==> src/rtl/snowbro2_pcm_pkg.sv <==
// Shared types and sizing for the snowbro2 ADPCM sample-ROM server.
package snowbro2_pcm_pkg;

  typedef enum logic [1:0] {
    IDLE,
    REQ,
    BEAT0,
    BEAT1
  } state_t;

  localparam int LINE_BYTES = 4;
  localparam int BEATS      = 2;
  localparam int BEAT_BYTES = LINE_BYTES / BEATS;
  localparam int SDW        = 22;

endpackage

==> src/rtl/snowbro2_pcm_line.sv <==
// Single 4-byte line buffer with tag/valid, hit compare and byte select.
module snowbro2_pcm_line
  import snowbro2_pcm_pkg::*;
#(
  parameter int AW = 20
) (
  input  logic          clk,
  input  logic          rst_n,
  input  logic          cs,
  input  logic [AW-1:0] addr,
  input  logic          wr_lo,
  input  logic          wr_hi,
  input  logic [15:0]   wr_data,
  input  logic [AW-3:0] fill_tag,
  input  logic          fill_valid,
  input  logic          invalidate,
  output logic          hit,
  output logic [7:0]    rd_byte
);

  logic [LINE_BYTES-1:0][7:0] line_q;
  logic [AW-3:0]              tag_q;
  logic                       valid_q;

  // Tag and valid only change on the final beat, so a half-filled line never hits.
  always_ff @(posedge clk or negedge rst_n) begin
    if (!rst_n) begin
      line_q  <= '0;
      tag_q   <= '0;
      valid_q <= 1'b0;
    end else begin
      if (wr_lo) begin
        line_q[0] <= wr_data[7:0];
        line_q[1] <= wr_data[15:8];
      end
      if (wr_hi) begin
        line_q[BEAT_BYTES]   <= wr_data[7:0];
        line_q[BEAT_BYTES+1] <= wr_data[15:8];
        tag_q                <= fill_tag;
        valid_q              <= fill_valid;
      end else if (invalidate) begin
        valid_q <= 1'b0;
      end
    end
  end

  assign hit     = cs & valid_q & (tag_q == addr[AW-1:2]);
  assign rd_byte = line_q[addr[1:0]];

endmodule

==> src/rtl/snowbro2_pcm_rom_server.sv <==
// Serves PCM byte reads from a one-line buffer, refilling it from SDRAM in 2-beat bursts.
module snowbro2_pcm_rom_server
  import snowbro2_pcm_pkg::*;
#(
  parameter int             AW     = 20,
  parameter logic [SDW-1:0] OFFSET = 22'h000000
) (
  input  logic           CLK96,
  input  logic           RESET96_N,
  input  logic           PCM_CS,
  input  logic [AW-1:0]  PCM_ADDR,
  output logic [7:0]     PCM_DOUT,
  output logic           PCM_OK,
  input  logic           FLUSH,
  output logic           SDRAM_REQ,
  output logic [SDW-1:0] SDRAM_ADDR,
  input  logic           SDRAM_ACK,
  input  logic           SDRAM_DST,
  input  logic [15:0]    SDRAM_DATA
);

  state_t         state_q, state_d;
  logic           hit;
  logic [7:0]     rd_byte;
  logic           start_fetch;
  logic           wr_lo;
  logic           wr_hi;
  logic           invalidate;
  logic           fill_valid;
  logic           drop_q;
  logic [AW-3:0]  fetch_tag;
  logic [SDW-1:0] word_addr;

  assign word_addr = OFFSET + {{(SDW-AW+1){1'b0}}, PCM_ADDR[AW-1:2], 1'b0};

  snowbro2_pcm_line #(.AW(AW)) u_line (
    .clk        (CLK96),
    .rst_n      (RESET96_N),
    .cs         (PCM_CS),
    .addr       (PCM_ADDR),
    .wr_lo      (wr_lo),
    .wr_hi      (wr_hi),
    .wr_data    (SDRAM_DATA),
    .fill_tag   (fetch_tag),
    .fill_valid (fill_valid),
    .invalidate (invalidate),
    .hit        (hit),
    .rd_byte    (rd_byte)
  );

  always_ff @(posedge CLK96 or negedge RESET96_N) begin
    if (!RESET96_N) state_q <= IDLE;
    else            state_q <= state_d;
  end

  always_comb begin
    state_d     = state_q;
    start_fetch = 1'b0;
    wr_lo       = 1'b0;
    wr_hi       = 1'b0;
    case (state_q)
      IDLE: begin
        if (PCM_CS && !hit) begin
          start_fetch = 1'b1;
          state_d     = REQ;
        end
      end
      REQ:   if (SDRAM_ACK) state_d = BEAT0;
      BEAT0: begin
        if (SDRAM_DST) begin
          wr_lo   = 1'b1;
          state_d = BEAT1;
        end
      end
      BEAT1: begin
        if (SDRAM_DST) begin
          wr_hi   = 1'b1;
          state_d = IDLE;
        end
      end
      default: state_d = IDLE;
    endcase
    invalidate = (state_q == IDLE) && (FLUSH || start_fetch);
    // A flush landing on the final beat must also keep the line invalid.
    fill_valid = !(drop_q || FLUSH);
  end

  always_ff @(posedge CLK96 or negedge RESET96_N) begin
    if (!RESET96_N) begin
      PCM_OK     <= 1'b0;
      PCM_DOUT   <= '0;
      SDRAM_REQ  <= 1'b0;
      SDRAM_ADDR <= '0;
      fetch_tag  <= '0;
      drop_q     <= 1'b0;
    end else begin
      PCM_OK   <= hit;
      PCM_DOUT <= rd_byte;
      if (start_fetch) begin
        SDRAM_REQ  <= 1'b1;
        SDRAM_ADDR <= word_addr;
        fetch_tag  <= PCM_ADDR[AW-1:2];
      end else if (state_q == REQ && SDRAM_ACK) begin
        SDRAM_REQ <= 1'b0;
      end
      if (wr_hi)                         drop_q <= 1'b0;
      else if (FLUSH && state_q != IDLE) drop_q <= 1'b1;
    end
  end

endmodule

==> config.mk <==
export PLATFORM = sky130hd
export DESIGN_NAME = snowbro2_pcm_rom_server
export DESIGN_NICKNAME = d
export VERILOG_FILES = /design/src/rtl/snowbro2_pcm_pkg.sv /design/src/rtl/snowbro2_pcm_line.sv /design/src/rtl/snowbro2_pcm_rom_server.sv
export SDC_FILE = /design/constraint.sdc
export NUM_CORES = 1
export LEC_CHECK = 0
export CORE_MARGIN = 2
export CORE_UTILIZATION = 51
export CTS_BUF_LIST = sky130_fd_sc_hd__clkbuf_4 sky130_fd_sc_hd__clkbuf_8 sky130_fd_sc_hd__clkbuf_16
export CTS_CLUSTER_SIZE = 8
export DETAILED_ROUTE_END_ITERATION = 10
export GPL_TIMING_DRIVEN = 0
export PLACE_DENSITY = 0.77
export SETUP_SLACK_MARGIN = 0.02
export SLEW_MARGIN = 30
export SYNTH_ARGS = -nofsm -noshare
export SYNTH_HDL_FRONTEND = slang
export SYNTH_SLANG_ARGS = --single-unit
==> constraint.sdc <==
create_clock -name CLK96 -period 2.75 [get_ports CLK96]
set_clock_uncertainty 0.15 [all_clocks]
set_input_delay 0.6875 -clock CLK96 [delete_from_list [all_inputs] [get_ports CLK96]]
set_output_delay 0.6875 -clock CLK96 [all_outputs]
set_load 0.02 [all_outputs]
==> results.toml <==
[run_status]
outcome = "finished, violations left"
failed_checks = "negative setup slack"

[critical_path]
path_max_fanout = 5
r2r_slack_ns = -0.02
path_buf_inv = 3
path_class = "in -> reg"
r2r-start = "u_line.tag_q[9]$_DFFE_PN0P_"
max_stage_delay_ns = 0.53
r2r-end = "fetch_tag[2]$_DFFE_PN0P_"
cp_data_required_time_ns = 2.84
crit_top_cell = "or4_4"
cp-end-kind = "register"
critPathTopFamily = "simple AND/OR/NAND/NOR gates"
slowest_stage = "or4_4"
cp.arrival_ns = 2.89
crit_chain = "dlygate4sd2_1 > xor2_1 > or4_4 > or4_4 > o211ai_4 > buf_12 > buf_8 > mux2_4"
crit_path_start_kind = "input pin"
r2r_cells = 7

[synthesis]
yosysSeqAreaShare = 0.576
synthDistinctLibCells = 32
synth_ff_type = "dfrtp_1"
synth_top_area_frac = 0.576
synth_mux_area_frac = 0.266
synth-simple-area-share = 0.0457
yosysTopAreaCell = "dfrtp_1"
synth_top_cells_by_area = "dfrtp_1 (58%), mux2_2 (21%), mux4_2 (5.1%), xor2_1 (3.9%), ha_1 (1.4%)"
synth-edff-count = 0
yosys.area_share.adder = 0.0140
synthCells = 242
synthXorXnorAreaFrac = 0.0443
synth_area_um2 = 3560
yosys-top-cells-count = "dfrtp_1 (82), mux2_2 (68), xor2_1 (16)"
postSynth.asyncResetShare = 1.00
avgSynthCellArea_um2 = 14.7
synth-compound-area-share = 0.0260
yosysMostFrequentCell = "dfrtp_1"
ys_warn_count = 0
synth_top_family_by_area = "multiplexers"
synth_seq_cells = 82

[placement]
place_ws_ns = -0.687
portBuffers = 67
dp_hpwl_mm = 4.99
gp_congestion = 0.743

[hold_path]
hold_path.class = "in -> async"

[cts]
clock_tree.htree_level_count = 3
clk_pin_slew_ns = 0.08
cts_tree = "yes"
clock_sinks = 82
clk_latency_ns = 0.36
clk_root_buffer_cell = "clkbuf_8"
cts_hold_buf = 0
cts_buffers = 9
clock_path_buffers = 2

[routing]
wirelength_mm = 7.64
drt_iter0_drc = 144
wl_per_cell_um = 17.6
firstDrtPassIters = 4
via_per_inst = 5.25
ant_nets = 0
vias = 2283
route.detailed.drc = 0

[sta]
min_period_ns = 2.79
rsz0062_at_grt = "yes"
drv_slew = 0
final-hold-violation-count = 0
fmax_mhz = 358
finalCritPeriodShare = 1.02
setup_viol = 12
slew_headroom = 0.528
worst_pin_slew_ns = 0.707
worst_slack_ns = -0.0443

[floorplan]
dieArea_um2 = 7670
core_um2 = 6790
die_h_um = 87.6
io_pins = 74
start_util = 0.524
rows = 30
die_x_um = 87.6

[final_layout]
drive_above_1_share = 0.370
seqCellArea_um2 = 2050
n_fill_cell = 435
nets = 379
multi_input_area_um2 = 1550
post-route-util = 0.709
area_growth_pct = 35.2

[grt]
grt_first_pass_wirelength_mm = 12.6
grt_pass1_vias = 2573
grt_overflow = 0
grt_max_degree = 59
antenna_found_initial = 1
grt_use_total = 0.225

[power]
powerDensity_nw_per_um2 = 1130
ir_drop_mv = 0.742
p_leak_uw = 0.00214

[job]
drv_cap = 0
==> metal layers <==
layer | up-vias | track usage | routed length [um]
met1 | 1162 | 0.277 | 3140
met2 | 68 | 0.367 | 3860
met4 | 0 | 0.110 | 201
li1 | 1038 | - | -
met3 | 15 | 0.0622 | 438
met5 | - | 0 | 0
==> through the flow <==
step           std cells  TNS, ns  total power (uW)  cell area, um^2  hold slack, ns
2_1_floorplan        245    -1.05              3480             3580           0.242
3_3_place_gp         408  -180.02              4180             4370           0.333
3_5_place_dp         409   -14.10              4290             4400           0.339
4_1_cts              436   -0.195              5430             4830          0.0242
5_1_grt              435   -0.662              5750             4820          0.0255
6_report             435   -0.314              5430             4820          0.0265
==> cells by family (layout without fill, tap and decap cells) <==
group           count (synthesis)  after routing
other cells                     1              5
simple gates                   32             32
mux                            76             76
buf+inv                        18            111
compound gates                 11             11
xor+xnor                       18             18
fa+ha+maj                       4              4
flops                          82             82
==> power by group <==
part           leakage, uW  internal [uW]  total [uW]  switching [uW]
logic              0.00108           1380        2350             977
registers         0.000974           1820        2200             381
clock network    0.0000923            431         875             444
total              0.00214           3630        5430            1800
==> worst max-delay path by stage <==
| stage | startpoint | endpoint | cells after the start |
|---|---|---|---|
| floorplan | PCM_ADDR[15] | fetch_tag[10]$_DFFE_PN0P_ | 6 |
| global placement | RESET96_N | fetch_tag[16]$_DFFE_PN0P_ | 1 |
| detailed placement | PCM_ADDR[11] | fetch_tag[7]$_DFFE_PN0P_ | 7 |
| CTS | u_line.tag_q[10]$_DFFE_PN0P_ | fetch_tag[3]$_DFFE_PN0P_ | 8 |
| global route | u_line.tag_q[9]$_DFFE_PN0P_ | fetch_tag[2]$_DFFE_PN0P_ | 7 |
| finish | PCM_ADDR[15] | fetch_tag[2]$_DFFE_PN0P_ | 8 |
==> final cells by class <==
class	count	area share
clock inverter	6	0.0138
tap	96	0.0249
timing repair buffer	77	0.162
multi-input combinational	145	0.322
buffer	12	0.0182
inverter	6	0.00468
sequential	82	0.426
antenna	1	0.000520
clock buffer	10	0.0273
==> layout by cell type (no fill, tap or decap), types with 2 or more instances in the layout <==
master           count
a21oi_1              2
buf_12               2
buf_16               2
buf_2                4
buf_4                9
buf_6                4
clkbuf_1             5
clkbuf_8             9
clkdlybuf4s50_1     58
clkinvlp_4           3
conb_1               4
dfrtp_1             81
ha_1                 4
inv_1                6
mux2_2              50
mux2_4              18
mux4_2               8
nand2_1              9
nand4_1              2
nor2_1              11
nor4_1               2
o31ai_1              2
or4_4                2
xnor2_1              2
xor2_1              11
xor2_2               4
==> state kept, by name (all words and copies together) (netlist names) <==
| name | count |
|---|---|
| u_line.line_q | 32 |
| fetch_tag | 18 |
| u_line.tag_q | 18 |
| PCM_DOUT | 8 |
| state_q | 2 |
| PCM_OK | 1 |
| SDRAM_REQ | 1 |
| drop_q | 1 |
| u_line.valid_q | 1 |
==> timing repair <==
item	in CTS	in global routing
hold endpoints to repair	0	0
pin swaps	11	5
setup endpoints to repair	22	20
gates resized for setup	51	11
gates cloned	2	0
buffers inserted	9	0
==> worst reg2reg max path: stages (launching register included) <==
cell and delay (ns):
dfrtp_2 0.45, xor2_4 0.17, or4_4 0.54, or4_4 0.53, o211ai_4 0.23, buf_12 0.16, buf_8 0.13, mux2_4 0.31
No activity file was read; power rests on OpenSTA's default activity.
